File: src/rtl/mem_arb_pkg.sv
// rtl/mem_arb_pkg.sv - shared types and constants for the memory port arbiter
package mem_arb_pkg;

   typedef enum logic [1:0] {
      IDLE = 2'd0,
      WAIT = 2'd1,
      RESP = 2'd2
   } arb_state_e;

   localparam logic SRC_IF = 1'b0;
   localparam logic SRC_D  = 1'b1;

   localparam int INSTR_W = 32;
   localparam int DATA_W  = 64;

endpackage

File: src/rtl/mem_port_arbiter_if.sv
// rtl/mem_port_arbiter_if.sv - requester handshakes and memory bus bundle
interface mem_port_arbiter_if #(
   parameter int ADDR_W = 6
);
   import mem_arb_pkg::*;

   logic               if_req;
   logic [ADDR_W-1:0]  if_addr;
   logic               if_gnt;
   logic               if_rvalid;
   logic [INSTR_W-1:0] if_rdata;

   logic               d_req;
   logic               d_we;
   logic [ADDR_W-1:0]  d_addr;
   logic [DATA_W-1:0]  d_wdata;
   logic               d_gnt;
   logic               d_rvalid;
   logic [DATA_W-1:0]  d_rdata;

   logic               mem_en;
   logic               mem_sel;
   logic [ADDR_W-1:0]  mem_addr;
   logic               mem_we;
   logic [DATA_W-1:0]  mem_wdata;
   logic [DATA_W-1:0]  mem_rdata;

   logic               busy;

   // environment side: requesters and the memory array
   modport master (
      output if_req, if_addr, d_req, d_we, d_addr, d_wdata, mem_rdata,
      input  if_gnt, if_rvalid, if_rdata, d_gnt, d_rvalid, d_rdata,
      input  mem_en, mem_sel, mem_addr, mem_we, mem_wdata, busy
   );

   // arbiter side
   modport slave (
      input  if_req, if_addr, d_req, d_we, d_addr, d_wdata, mem_rdata,
      output if_gnt, if_rvalid, if_rdata, d_gnt, d_rvalid, d_rdata,
      output mem_en, mem_sel, mem_addr, mem_we, mem_wdata, busy
   );

endinterface

File: src/rtl/mem_arb_pick.sv
// rtl/mem_arb_pick.sv - data-first priority pick with fetch starvation guard
module mem_arb_pick #(
   parameter int STARVE_MAX = 4
) (
   input  logic clk,
   input  logic rst_n,
   input  logic allow,
   input  logic if_req,
   input  logic d_req,
   output logic if_gnt,
   output logic d_gnt
);

   localparam int SW = $clog2(STARVE_MAX + 1);
   localparam logic [SW-1:0] STARVE_LIM = SW'(STARVE_MAX);

   logic [SW-1:0] starve_q;
   logic [SW-1:0] starve_d;
   logic          fetch_forced;

   // pick one winner; count data wins that overtook a waiting fetch
   always_comb begin
      if_gnt       = 1'b0;
      d_gnt        = 1'b0;
      starve_d     = starve_q;
      fetch_forced = if_req && (starve_q == STARVE_LIM);
      if (allow) begin
         if (d_req && !fetch_forced) begin
            d_gnt = 1'b1;
         end else if (if_req) begin
            if_gnt = 1'b1;
         end
      end
      if (if_gnt) begin
         starve_d = '0;
      end else if (d_gnt && if_req && (starve_q != STARVE_LIM)) begin
         starve_d = starve_q + 1'b1;
      end
   end

   // starvation counter register
   always_ff @(posedge clk or negedge rst_n) begin
      if (!rst_n) begin
         starve_q <= '0;
      end else begin
         starve_q <= starve_d;
      end
   end

endmodule

File: src/rtl/mem_port_arbiter.sv
// rtl/mem_port_arbiter.sv - shared memory port arbiter: FSM, latency counter, access latches
module mem_port_arbiter
   import mem_arb_pkg::*;
#(
   parameter int ADDR_W     = 6,
   parameter int LAT        = 2,
   parameter int STARVE_MAX = 4
) (
   input  logic clk,
   input  logic rst_n,
   mem_port_arbiter_if.slave bus
);

   localparam int CW = $clog2(LAT + 1);
   localparam logic [CW-1:0] LAT_C = CW'(LAT);
   localparam logic [CW-1:0] ONE_C = CW'(1);

   arb_state_e          state_q, state_d;
   logic [CW-1:0]       cnt_q, cnt_d;
   logic                src_q, src_d;
   logic                we_q, we_d;
   logic [ADDR_W-1:0]   addr_q, addr_d;
   logic [DATA_W-1:0]   wdata_q, wdata_d;
   logic [INSTR_W-1:0]  if_rdata_q, if_rdata_d;
   logic [DATA_W-1:0]   d_rdata_q, d_rdata_d;

   logic allow;
   logic if_gnt;
   logic d_gnt;

   // grants only when the port is free; held off while reset is asserted
   assign allow = rst_n && (state_q != WAIT);

   mem_arb_pick #(
      .STARVE_MAX (STARVE_MAX)
   ) u_pick (
      .clk    (clk),
      .rst_n  (rst_n),
      .allow  (allow),
      .if_req (bus.if_req),
      .d_req  (bus.d_req),
      .if_gnt (if_gnt),
      .d_gnt  (d_gnt)
   );

   // next state: accept a request, count down the access, capture read data
   always_comb begin
      state_d    = state_q;
      cnt_d      = cnt_q;
      src_d      = src_q;
      we_d       = we_q;
      addr_d     = addr_q;
      wdata_d    = wdata_q;
      if_rdata_d = if_rdata_q;
      d_rdata_d  = d_rdata_q;
      unique case (state_q)
         IDLE, RESP: begin
            if (if_gnt || d_gnt) begin
               state_d = WAIT;
               cnt_d   = LAT_C;
               src_d   = d_gnt ? SRC_D : SRC_IF;
               we_d    = d_gnt && bus.d_we;
               addr_d  = d_gnt ? bus.d_addr : bus.if_addr;
               if (d_gnt) begin
                  wdata_d = bus.d_wdata;
               end
            end else begin
               state_d = IDLE;
            end
         end
         WAIT: begin
            cnt_d = cnt_q - ONE_C;
            if (cnt_q == ONE_C) begin
               state_d = RESP;
               if (src_q == SRC_IF) begin
                  if_rdata_d = bus.mem_rdata[INSTR_W-1:0];
               end else if (!we_q) begin
                  d_rdata_d = bus.mem_rdata;
               end
            end
         end
         default: state_d = IDLE;
      endcase
   end

   // state, counter and latch registers; reset aborts any access in flight
   always_ff @(posedge clk or negedge rst_n) begin
      if (!rst_n) begin
         state_q    <= IDLE;
         cnt_q      <= '0;
         src_q      <= SRC_IF;
         we_q       <= 1'b0;
         addr_q     <= '0;
         wdata_q    <= '0;
         if_rdata_q <= '0;
         d_rdata_q  <= '0;
      end else begin
         state_q    <= state_d;
         cnt_q      <= cnt_d;
         src_q      <= src_d;
         we_q       <= we_d;
         addr_q     <= addr_d;
         wdata_q    <= wdata_d;
         if_rdata_q <= if_rdata_d;
         d_rdata_q  <= d_rdata_d;
      end
   end

   assign bus.if_gnt    = if_gnt;
   assign bus.d_gnt     = d_gnt;
   assign bus.mem_en    = (state_q == WAIT);
   assign bus.mem_sel   = src_q;
   assign bus.mem_addr  = addr_q;
   assign bus.mem_wdata = wdata_q;
   // the memory write is level-sensitive: strobe only in the first WAIT cycle
   assign bus.mem_we    = (state_q == WAIT) && we_q && (cnt_q == LAT_C);
   assign bus.if_rvalid = (state_q == RESP) && (src_q == SRC_IF);
   assign bus.d_rvalid  = (state_q == RESP) && (src_q == SRC_D);
   assign bus.if_rdata  = if_rdata_q;
   assign bus.d_rdata   = d_rdata_q;
   assign bus.busy      = (state_q == WAIT);

endmodule

File: src/flat_wrapper.sv
// flat-port wrapper written by rule: the top's interface ports become plain ports
module mem_port_arbiter_flat import mem_arb_pkg::*;
#(
   parameter int ADDR_W     = 6,
   parameter int LAT        = 2,
   parameter int STARVE_MAX = 4
)
  (clk, rst_n, bus_if_req, bus_if_addr, bus_d_req, bus_d_we, bus_d_addr, bus_d_wdata, bus_mem_rdata, bus_if_gnt, bus_if_rvalid, bus_if_rdata, bus_d_gnt, bus_d_rvalid, bus_d_rdata, bus_mem_en, bus_mem_sel, bus_mem_addr, bus_mem_we, bus_mem_wdata, bus_busy);
  mem_port_arbiter_if #(.ADDR_W(ADDR_W)) bus_i ();
  input  logic clk;
  input  logic rst_n;
  input wire logic [$bits(bus_i.if_req)-1:0] bus_if_req;
  input wire logic [$bits(bus_i.if_addr)-1:0] bus_if_addr;
  input wire logic [$bits(bus_i.d_req)-1:0] bus_d_req;
  input wire logic [$bits(bus_i.d_we)-1:0] bus_d_we;
  input wire logic [$bits(bus_i.d_addr)-1:0] bus_d_addr;
  input wire logic [$bits(bus_i.d_wdata)-1:0] bus_d_wdata;
  input wire logic [$bits(bus_i.mem_rdata)-1:0] bus_mem_rdata;
  output wire logic [$bits(bus_i.if_gnt)-1:0] bus_if_gnt;
  output wire logic [$bits(bus_i.if_rvalid)-1:0] bus_if_rvalid;
  output wire logic [$bits(bus_i.if_rdata)-1:0] bus_if_rdata;
  output wire logic [$bits(bus_i.d_gnt)-1:0] bus_d_gnt;
  output wire logic [$bits(bus_i.d_rvalid)-1:0] bus_d_rvalid;
  output wire logic [$bits(bus_i.d_rdata)-1:0] bus_d_rdata;
  output wire logic [$bits(bus_i.mem_en)-1:0] bus_mem_en;
  output wire logic [$bits(bus_i.mem_sel)-1:0] bus_mem_sel;
  output wire logic [$bits(bus_i.mem_addr)-1:0] bus_mem_addr;
  output wire logic [$bits(bus_i.mem_we)-1:0] bus_mem_we;
  output wire logic [$bits(bus_i.mem_wdata)-1:0] bus_mem_wdata;
  output wire logic [$bits(bus_i.busy)-1:0] bus_busy;
  assign bus_i.if_req = bus_if_req;
  assign bus_i.if_addr = bus_if_addr;
  assign bus_i.d_req = bus_d_req;
  assign bus_i.d_we = bus_d_we;
  assign bus_i.d_addr = bus_d_addr;
  assign bus_i.d_wdata = bus_d_wdata;
  assign bus_i.mem_rdata = bus_mem_rdata;
  assign bus_if_gnt = bus_i.if_gnt;
  assign bus_if_rvalid = bus_i.if_rvalid;
  assign bus_if_rdata = bus_i.if_rdata;
  assign bus_d_gnt = bus_i.d_gnt;
  assign bus_d_rvalid = bus_i.d_rvalid;
  assign bus_d_rdata = bus_i.d_rdata;
  assign bus_mem_en = bus_i.mem_en;
  assign bus_mem_sel = bus_i.mem_sel;
  assign bus_mem_addr = bus_i.mem_addr;
  assign bus_mem_we = bus_i.mem_we;
  assign bus_mem_wdata = bus_i.mem_wdata;
  assign bus_busy = bus_i.busy;
  mem_port_arbiter #(.ADDR_W(ADDR_W), .LAT(LAT), .STARVE_MAX(STARVE_MAX)) u_core (.clk(clk), .rst_n(rst_n), .bus(bus_i));
endmodule
File: config.mk
export PLATFORM = sky130hd
export DESIGN_NAME = mem_port_arbiter_flat
export DESIGN_NICKNAME = d
export VERILOG_FILES = /design/src/rtl/mem_arb_pkg.sv /design/src/rtl/mem_port_arbiter_if.sv /design/src/rtl/mem_arb_pick.sv /design/src/rtl/mem_port_arbiter.sv /design/src/flat_wrapper.sv
export SDC_FILE = /design/constraint.sdc
export NUM_CORES = 1
export LEC_CHECK = 0
export CORE_AREA = 5 5 145 147
export CTS_CLUSTER_DIAMETER = 100
export DETAILED_ROUTE_END_ITERATION = 10
export DIE_AREA = 0 0 150 152
export PLACE_DENSITY = 0.8
export SYNTH_ARGS = -nofsm -noshare
export SYNTH_HDL_FRONTEND = slang
export SYNTH_SLANG_ARGS = --single-unit
File: constraint.sdc
create_clock -name clk -period 1.8 [get_ports clk]
set_clock_uncertainty 0.1 [all_clocks]
set_input_delay 0.27 -clock clk [delete_from_list [all_inputs] [get_ports clk]]
set_output_delay 0.27 -clock clk [all_outputs]
set_load 0.01 [all_outputs]
* Word-level counts from Yosys, hierarchy flattened
Cells that the tools add are included.
** Word-level totals
- Flip-flop bits (word level) :: 175
- Input bits :: 145
- Output and inout port bits :: 174
** Operators by class
- Add/sub/neg operators :: 2
- Equal/unequal tests :: 9
- Mux-type cells :: 14
- Bitwise logic cells :: 2
- Reductions and logical operators :: 21
** Operators with widths (number)
- $logic_and A1 B1 Y1 :: 10
- $pmux W2 S2 :: 2
- $mux W1 :: 7
- $mux W3 :: 2
- $mux W6 :: 1
- $ne A2 B1 Y1 const B :: 3
- $reduce_and A3 Y1 :: 2
- $eq A2 B1 Y1 const B :: 2
- $eq A2 B2 Y1 const B :: 2
- $mux W2 :: 2
- $reduce_and A2 Y1 :: 2
- $reduce_and A4 Y1 :: 1
- $reduce_bool A2 Y1 :: 2
- $add A3 B1 Y3 const B :: 1
- $eq A3 B3 Y1 const B :: 1
- $ne A3 B3 Y1 const B :: 1
- $logic_not A2 Y1 :: 1
- $not A1 Y1 :: 2
- $reduce_or A2 Y1 :: 1
- $sub A2 B1 Y2 const B :: 1
- $logic_not A1 Y1 :: 1
- $logic_or A1 B1 Y1 :: 1

* Depth between registers and ports, before layout
Gate-level depths: netlist (run 1).
- Word-level depth :: 10
- Depth in mapped cells :: 7

* Cells and area by module
From an unflattened synthesis (run 1), not the netlist that was laid out.
** Second synthesis, totals
- Cells, all modules :: 416
- Area, all modules :: 6786.5 sq um
** Modules (own cells, without submodules)
- mem_port_arbiter :: instances 1, cells an instance 394, area an instance 6596.3 sq um
- mem_arb_pick :: instances 1, cells an instance 22, area an instance 190.2 sq um

* Worst setup path after synthesis (run 1)
OpenSTA, ideal clock, no wires.
- Kind :: flip-flop to flip-flop
- Start :: register u_core.u_pick.starve_q[0]
- End :: register u_core.wdata_q[25] (netlist: u_core.bus.mem_wdata[25])
- Data arrival time :: 1.538 ns
- Required time :: 1.575 ns
- Slack :: 0.037 ns
- Stages on the path, launching flop included :: 8
- Cells stage by stage :: dfrtp_1 > inv_1 > ha_1 > nand3_2 > and3_4 > buf_6 > buf_6 > mux2_4
** Between the ends
- Longest elaborated chain between the ends :: 8
- Elaborated cells on any way between the ends :: 10
** RTL lines
- from (decl) :: RTL line mem_arb_pick.sv:17 : logic [SW-1:0] starve_q;
- from (signal assigned) :: RTL line mem_arb_pick.sv:46 : starve_q <= starve_d;
- $eq A3 B3 Y1 (*) :: RTL line mem_arb_pick.sv:26 : fetch_forced = if_req && (starve_q == STARVE_LIM);
- $logic_and A1 B1 Y1 (*) :: RTL line mem_arb_pick.sv:26
- $logic_not A1 Y1 (*) :: RTL line mem_arb_pick.sv:28 : if (d_req && !fetch_forced) begin
- $logic_and A1 B1 Y1 (*) :: RTL line mem_arb_pick.sv:28
- $mux W1 :: RTL line mem_arb_pick.sv:28
- $mux W1 :: RTL line mem_arb_pick.sv:27 : if (allow) begin
- $logic_or A1 B1 Y1 :: RTL line mem_port_arbiter.sv:58 : if (if_gnt || d_gnt) begin
- $reduce_and A3 Y1 (no line) (*)
- to (signal assigned) :: RTL line mem_port_arbiter.sv:103 : wdata_q <= wdata_d;
- to (decl) :: RTL line mem_port_arbiter.sv:23 : logic [DATA_W-1:0] wdata_q, wdata_d;
Mark *: on every way between the ends. The rest lies on a longest branch, timed or not.
A chain may end at the register's enable or synchronous reset.

* Worst setup path in the final report (run 1)
- Start :: register u_core.u_pick.starve_q[0]
- End :: register u_core.wdata_q[51] (netlist: u_core.bus.mem_wdata[51])
The elaborated chain is that of the path after synthesis.

==> results of run 1 <==
[worst max-delay path by stage]
| stage | end | depth (start not counted) | slack [ps] |
|---|---|---|---|
| after floorplan | u_core.bus.mem_wdata[25] | 7 | 40 |
| after global placement | bus_if_gnt | 5 | -260 |
| after detailed placement | bus_if_gnt | 5 | -290 |
| after CTS | u_core.bus.mem_wdata[33] | 7 | -80 |
| after global routing | bus_d_gnt | 5 | -150 |
| final | u_core.bus.mem_wdata[51] | 8 | -70 |
[cells in the mapped netlist (2+ instances only)]
cell	count
buf_12	6
nand2b_1	2
o31ai_1	6
ha_1	4
buf_2	3
and3_1	2
and2_0	2
mux2_4	98
a31oi_1	7
buf_4	5
dfrtp_1	175
o21ai_0	2
buf_6	7
a21oi_1	8
clkbuf_1	4
and2_1	2
inv_1	5
mux2_2	62
nand4_1	7
nand2_1	6
[worst reg2reg max path, delay by kind of cell (launching register included)]
family                     cells  cell delay (ps)
adders and majority gates      1              160
DFF                            1              400
buffers and inverters          4              530
and+or+nand+nor                2              290
muxes                          1              290
[power breakdown]
part           total, W  internal [W]  switching (W)
clock           0.00375       0.00212        0.00163
combinational    0.0100       0.00657        0.00344
sequential      0.00703       0.00589        0.00115
[layout make-up]
type	count	area, um2	share of cell area
repair buffers	368	3900	0.3235
multi-input cells	225	2816	0.2336
flip-flops and latches	175	4380	0.3633
inverters	6	25.02	0.002076
well taps	270	337.8	0.02802
clock buffers	19	442.9	0.03674
clock inverters	13	153.9	0.01276
[per-layer routing]
metal	wire [um]	GRT usage
met3	1575	0.05600
met2	10380	0.2916
met4	347	0.04924
met5	0	0
met1	8449	0.2112
[what timing repair did]
action | 4_1_cts | 5_1_grt
hold endpoints to repair | 175 | 0
cloned | 4 | 7
resized for setup | 54 | 45
pin swaps | 2 | 5
buffers inserted | 5 | 7
setup endpoints to repair | 57 | 162
hold buffers | 1 | 0
[placed cells by master, fill, tap and decap left out, drive strengths merged, types with 2 or more instances in the layout]
| cell | count |
|---|---|
| a21oi | 8 |
| a31oi | 7 |
| and2 | 4 |
| and3 | 3 |
| buf | 48 |
| bufinv | 2 |
| clkbuf | 25 |
| clkdlybuf4s15 | 2 |
| clkdlybuf4s50 | 309 |
| clkinv | 6 |
| dfrtp | 175 |
| ha | 4 |
| inv | 11 |
| mux2 | 160 |
| nand2 | 6 |
| nand2b | 2 |
| nand3 | 2 |
| nand4 | 7 |
| nor3b | 2 |
| o21ai | 2 |
| o31ai | 6 |
[sequential cells by signal, indices dropped and copies added (netlist names)]
register,flops
u_core.bus.d_rdata,64
u_core.we_q,1
u_core.bus.mem_wdata,64
u_core.cnt_q,2
u_core.u_pick.starve_q,3
u_core.state_q,2
u_core.bus.mem_addr,6
u_core.bus.if_rdata,32
u_core.bus.mem_sel,1
[metrics by stage]
step | TNS [ps] | power (W)
after global placement | -5335 | 0.01607
after detailed placement | -8218 | 0.01629
after global routing | -8516 | 0.02189
final | -2001 | 0.02079
after CTS | -2226 | 0.02048
after floorplan | 0 | 0.01116
[kinds of logic after synthesis]
| kind of cell | synth area share |
|---|---|
| buffers and inverters | 0.04016 |
| and+or+nand+nor | 0.02866 |
| muxes | 0.2990 |
| AOI/OAI and AO/OA | 0.02471 |
| DFF | 0.6007 |
| adders and majority gates | 0.006865 |
==> impl_results.md, run 1 <==
* Initial antenna violation count at 0
* R2r worst-path depth at 8
* Pin count of the biggest net entering global routing at 121
* Yosys top cell area share at 0.6007
* Initial Util at 0.3686
* Die area at 22800 um2
* WP buf/inv at 4
* Critical Path RT at 2000 ps
* Grt total ovfl at 0
* Crit. End Element: flip-flop
* Max_cap viols at 0
* Placed insts at 1021
* Final Core Density at 0.6096
* Synthesis-to-finish area growth at 65.37%
* Total global-route track usage at 0.1726
* Final Hold Viols at 0
* Fin. max-slew vios at 0
* Final setup fails at 54
* Core area at 19780 um2
* Iteration-0 DRC count of the detailed router at 168
* Pwr/cell area at 1725 nW/um2
* Reg clk slew, reported paths at 70 ps
* CTS root buf: clkbuf_16
* Post-Syn Instances at 432
* Vias per inst at 4.694
* Top_reg_cell synth: dfrtp_1
* Maximum vdd drop at 0.7743 mV
* Hold Path Stages at 4
* Wirelength per Cell at 19.29 um
* RSZ-0062 raised after global routing: yes
* #FFs+latches synth at 175
* First-pass GRT wire length at 31140 um
* Status: finished, violations left
* Worst-skew pair later-pin latency at 410 ps
* CP max-delay cell: dfrtp_1
* Worst-path fanout max at 6
* First-pass iteration count of the detailed router at 4
* H-tree Lvls at 4
* Min Hold Slack at 338.5 ps
* Clock Path Buffers at 2
* Total number of vias at 5051
* Final WL at 20760 um
* Number of flops mapped to enable cells by yosys at 0
* Die width at 150 um
* Fin nets at 942
* Layout cells sized above 1 at 0.3350
* CTS Buf Count at 17
* Largest area contributor in the netlist: dfrtp_1
* Setup ws final at -73.33 ps
* Max_slew headroom at 0.5736
* GPL Wtd Cong at 0.8374
* Failing checks: setup timing
* Maximum clock frequency at 0.5338 GHz
* Non-Filler Instances at 1076
* CP startpoint: u_core.u_pick.starve_q[0]
* Top Ports at 319
* Mapped Area at 7291 um2
* Min Tclk post-route at 1873 ps
* Port bufs at 318
* Fillers at 1546
* CP cell instances: inv_2, ha_4, nand3_4, buf_6, and3_4, buf_12, clkbuf_16, mux2_4
* DRC viols at 0
* Leakage at 5.207 nW
* Worst hold start: rst_n
* CTS tree: built
* Crit-path max cell delay at 400 ps
* Die height at 152 um
* Rows at 52
* Sequential area share after synthesis at 0.6007
* Ranking of synthesized cells by area: dfrtp_1 60%, mux2_4 20%, mux2_2 9.6%
* Top Family by Delay on Critical Path: buffers and inverters
* Mean post-synth cell area at 16.88 um2
* Area after DPL at 10840 um2
* Critical Path Source Type: flip-flop
* WS Path Type: reg2reg
* Arrival time worst endpoint at 2070 ps
* Post-synth ARST share at 1.000
* Hold EP: u_core.bus.mem_addr[5]
* HP Class: in2reg
* Pre-CTS worst setup slack at -292.1 ps
* Hpwl dp at 13920 um
* Worst R2R Start: u_core.u_pick.starve_q[0]
* Synth warn at 0
* Antenna Violating Nets Remaining at 0
* R2R Setup Slk at -70 ps
* Worst-margin pin slew at 639.6 ps
* Vias in the first global route at 5519
* Antenna cells at 0
* Design Area, Final at 12060 um2
* Synth unique cells at 39
* Syn nets at 581
* Capturing point of the worst reg2reg path: u_core.bus.mem_wdata[51]
* Num Clock Sinks at 175
* Period utilization at 1.041
No activity file was read; power rests on OpenSTA's default activity.
==> run 2: changes to the inputs <==
- ABC_AREA: default -> 1
- CORE_AREA: 5 5 145 147 -> 5 5 143 145
- DIE_AREA: 0 0 150 152 -> 0 0 148 150
==> impl_results.md, run 2 <==
* CP cell instances: inv_2, ha_4, nand3_2, nand2_2, buf_6, nor2_8, buf_6
* Crit. End Element: output port
* Clock Path Buffers at 2 (unchanged)
* Wirelength per Cell at 16.43 um (-15%)
* Commonest cells in the synthesized netlist: 327 x nand2_1, 175 x dfrtp_1, 77 x inv_1
* Hpwl dp at 14920 um (+7.2%)
* Largest area contributor in the netlist: dfrtp_1
* Crit-path max cell delay at 390 ps (about the same)
* Reg clk slew, reported paths at 80 ps (about the same)
* Min Tclk post-route at 1826 ps (-47.53 ps)
* Total global-route track usage at 0.1822 (+0.009521)
* Most common cell in the netlist: nand2_1
* Final WL at 22100 um (+6.5%)
* Final Hold Viols at 0 (unchanged)
* CTS tree: built
* Total number of vias at 6186 (+22%)
* CTS Buf Count at 17 (unchanged)
* GPL Wtd Cong at 0.8209 (-2.0%)
* Top Ports at 319 (unchanged)
* First-pass GRT wire length at 32050 um (+2.9%)
* Port bufs at 318 (unchanged)
* #FFs+latches synth at 175 (unchanged)
* Worst-skew pair later-pin latency at 420 ps (about the same)
* Mapped Area at 6869 um2 (-5.8%)
* Pwr/cell area at 1699 nW/um2 (-1.5%)
* Number of flops mapped to enable cells by yosys at 0 (unchanged)
* Critical Path RT at 1430 ps (-570 ps)
* Syn nets at 899 (+55%)
* Setup ws final at -25.80 ps (+47.53 ps)
* Mean post-synth cell area at 9.159 um2 (-46%)
* Synth unique cells at 23 (-41%)
* Initial Util at 0.3600 (-0.008587)
* Status: finished, violations left
* Final setup fails at 2 (-96%)
* Worst-margin pin slew at 742.9 ps (+103.2 ps)
* Design Area, Final at 11330 um2 (-6.0%)
* Antenna Violating Nets Remaining at 0 (unchanged)
* CTS root buf: clkbuf_16
* Maximum clock frequency at 0.5477 GHz (+2.6%)
* Top_reg_cell synth: dfrtp_1
* WS Path Type: reg2out
* Num Clock Sinks at 175 (unchanged)
* Fin nets at 1243 (+32%)
* Synthesis-to-finish area growth at 64.99%
* Vias per inst at 4.599 (-2.0%)
* Total negative slack at -27.14 ps (+1974 ps)
* Most frequent cells in the layout: 323 x nand2_1, 302 x clkdlybuf4s50_1, 173 x dfrtp_1
* Post-synth ARST share at 1.000 (unchanged)
* Synth warn at 0 (unchanged)
* Pin count of the biggest net entering global routing at 130 (+7.4%)
* Period utilization at 1.014 (-0.02640)
* Critical Path Source Type: flip-flop
* Arrival time worst endpoint at 1460 ps (-610 ps)
* Sequential area share after synthesis at 0.6375 (+0.03687)
* DRC viols at 0 (unchanged)
* Antenna cells at 0 (unchanged)
* Maximum vdd drop at 0.8344 mV (+7.8%)
* Failing checks: setup timing
* First-pass iteration count of the detailed router at 5 (+1)
* H-tree Lvls at 4 (unchanged)
* Fin. max-slew vios at 0 (unchanged)
* Non-Filler Instances at 1345 (+25%)
* Most Frequent Cell on Critical Path: buf_6
* Ranking of synthesized cells by area: dfrtp_1 64%, nand2_1 18%, o21ai_1 4.4%
* Initial antenna violation count at 0 (unchanged)
* CP max-delay cell: dfrtp_1
* Iteration-0 DRC count of the detailed router at 273 (+63%)
* Die height at 150 um (-1.3%)
* Yosys top cell area share at 0.6375 (+0.03687)
* HP Class: in2reg
* Pre-CTS worst setup slack at -221.8 ps (+70.36 ps)
* Die width at 148 um (-1.3%)
* Min Hold Slack at 268.8 ps (-69.66 ps)
* Core area at 19080 um2 (-3.5%)
* Max_slew headroom at 0.5048 (-0.06883)
* Worst-path fanout max at 3 (-3)
* Rows at 51 (-1.9%)
* Leakage at 5.656 nW (+8.6%)
* Grt total ovfl at 0 (unchanged)
* Most common cell after layout, fill and taps aside: nand2_1
* Max_cap viols at 0 (unchanged)
* Die area at 22200 um2 (-2.6%)
* Post-Syn Instances at 750 (+74%)
* RSZ-0062 raised after global routing: yes
* Vias in the first global route at 6240 (+13%)
* Area after DPL at 10380 um2 (-4.3%)
* Layout cells sized above 1 at 0.09485 (-0.2401)
* Placed insts at 1290 (+26%)
-- run 2: cell count changes after synthesis, moves of 7 or more --
cell | before | now
a31oi_1 | 7 | 0
o21ai_1 | 0 | 60
buf_2 | 3 | 18
nand2_1 | 6 | 327
a21oi_1 | 8 | 1
o21ai_0 | 2 | 47
mux2_4 | 98 | 0
mux2_2 | 62 | 0
inv_1 | 5 | 77
nand4_1 | 7 | 0
-- run 2: final timing paths --
check	start	to	slack, ps	cells after the start
setup / recovery	u_core.u_pick.starve_q[0]	bus_d_gnt	-30	7
hold / removal	bus_d_wdata[21]	u_core.bus.mem_wdata[21]	270	3
setup reg to reg	u_core.u_pick.starve_q[0]	u_core.bus.mem_wdata[36]	50	12
hold reg to reg	u_core.bus.mem_wdata[0]	u_core.bus.mem_wdata[0]	380	2
max in group asynchronous	rst_n	u_core.bus.mem_wdata[29]	540	3
min in group asynchronous	rst_n	u_core.bus.if_rdata[3]	460	3
-- run 2: kinds of logic after synthesis --
kind of cell	synth area share
DFF	0.6375
and+or+nand+nor	0.1996
buffers and inverters	0.07450
adders and majority gates	0.007286
xor gates and xnor gates	0.001275
AOI/OAI and AO/OA	0.07978
-- run 2: repair_timing --
item / 4_1_cts / 5_1_grt
setup endpoints to repair: 53 / 107
hold buffers: 1 / 0
cloned: 0 / 9
endpoints found under the hold margin: 175 / 0
resized for setup: 30 / 28
pin swaps: 2 / 3
buffers inserted: 5 / 8
-- run 2: layer usage --
metal	vias to the layer above	wire, um	track usage
met1	2901	8638	0.2155
li1	2991	-	-
met3	22	2459	0.08237
met4	0	318	0.05589
met2	272	10690	0.2994
met5	-	0	0
-- run 2: where the power goes --
part / switching (W) / leakage, nW / total, W / internal, W
logic: 0.00383 / 3.26 / 0.00861 / 0.00478
registers: 0.00115 / 2.12 / 0.00702 / 0.00587
clock network: 0.00174 / 0.284 / 0.00363 / 0.00188
total: 0.00672 / 5.66 / 0.0193 / 0.0125
-- run 2: cell type report --
class	instances	area, um2
clock buffer	18	439.2
clock inverter	14	137.6
fill	1599	7746
inverter	78	297.8
multi-input combinational	462	2034
sequential	175	4382
tap	238	297.8
timing repair buffer	360	3745
-- run 2: stage by stage --
step / power [W] / utilization
final: 0.01925 / 0.5940
after global routing: 0.02054 / 0.5940
after CTS: 0.01917 / 0.5772
after detailed placement: 0.01534 / 0.5438
after global placement: 0.01510 / 0.5438
after floorplan: 0.01013 / -
-- run 2: critical path, delay by kind of cell, from the launching register on --
| family | cells | cell delay [ps] |
|---|---|---|
| DFF | 1 | 390 |
| buffers and inverters | 3 | 300 |
| and+or+nand+nor | 3 | 190 |
| adders and majority gates | 1 | 150 |
==> run 3: changes to the inputs <==
- SLEW_MARGIN: default -> 20
==> results of run 3 <==
Final layout, timing and power as in run 2 (identical DEF).
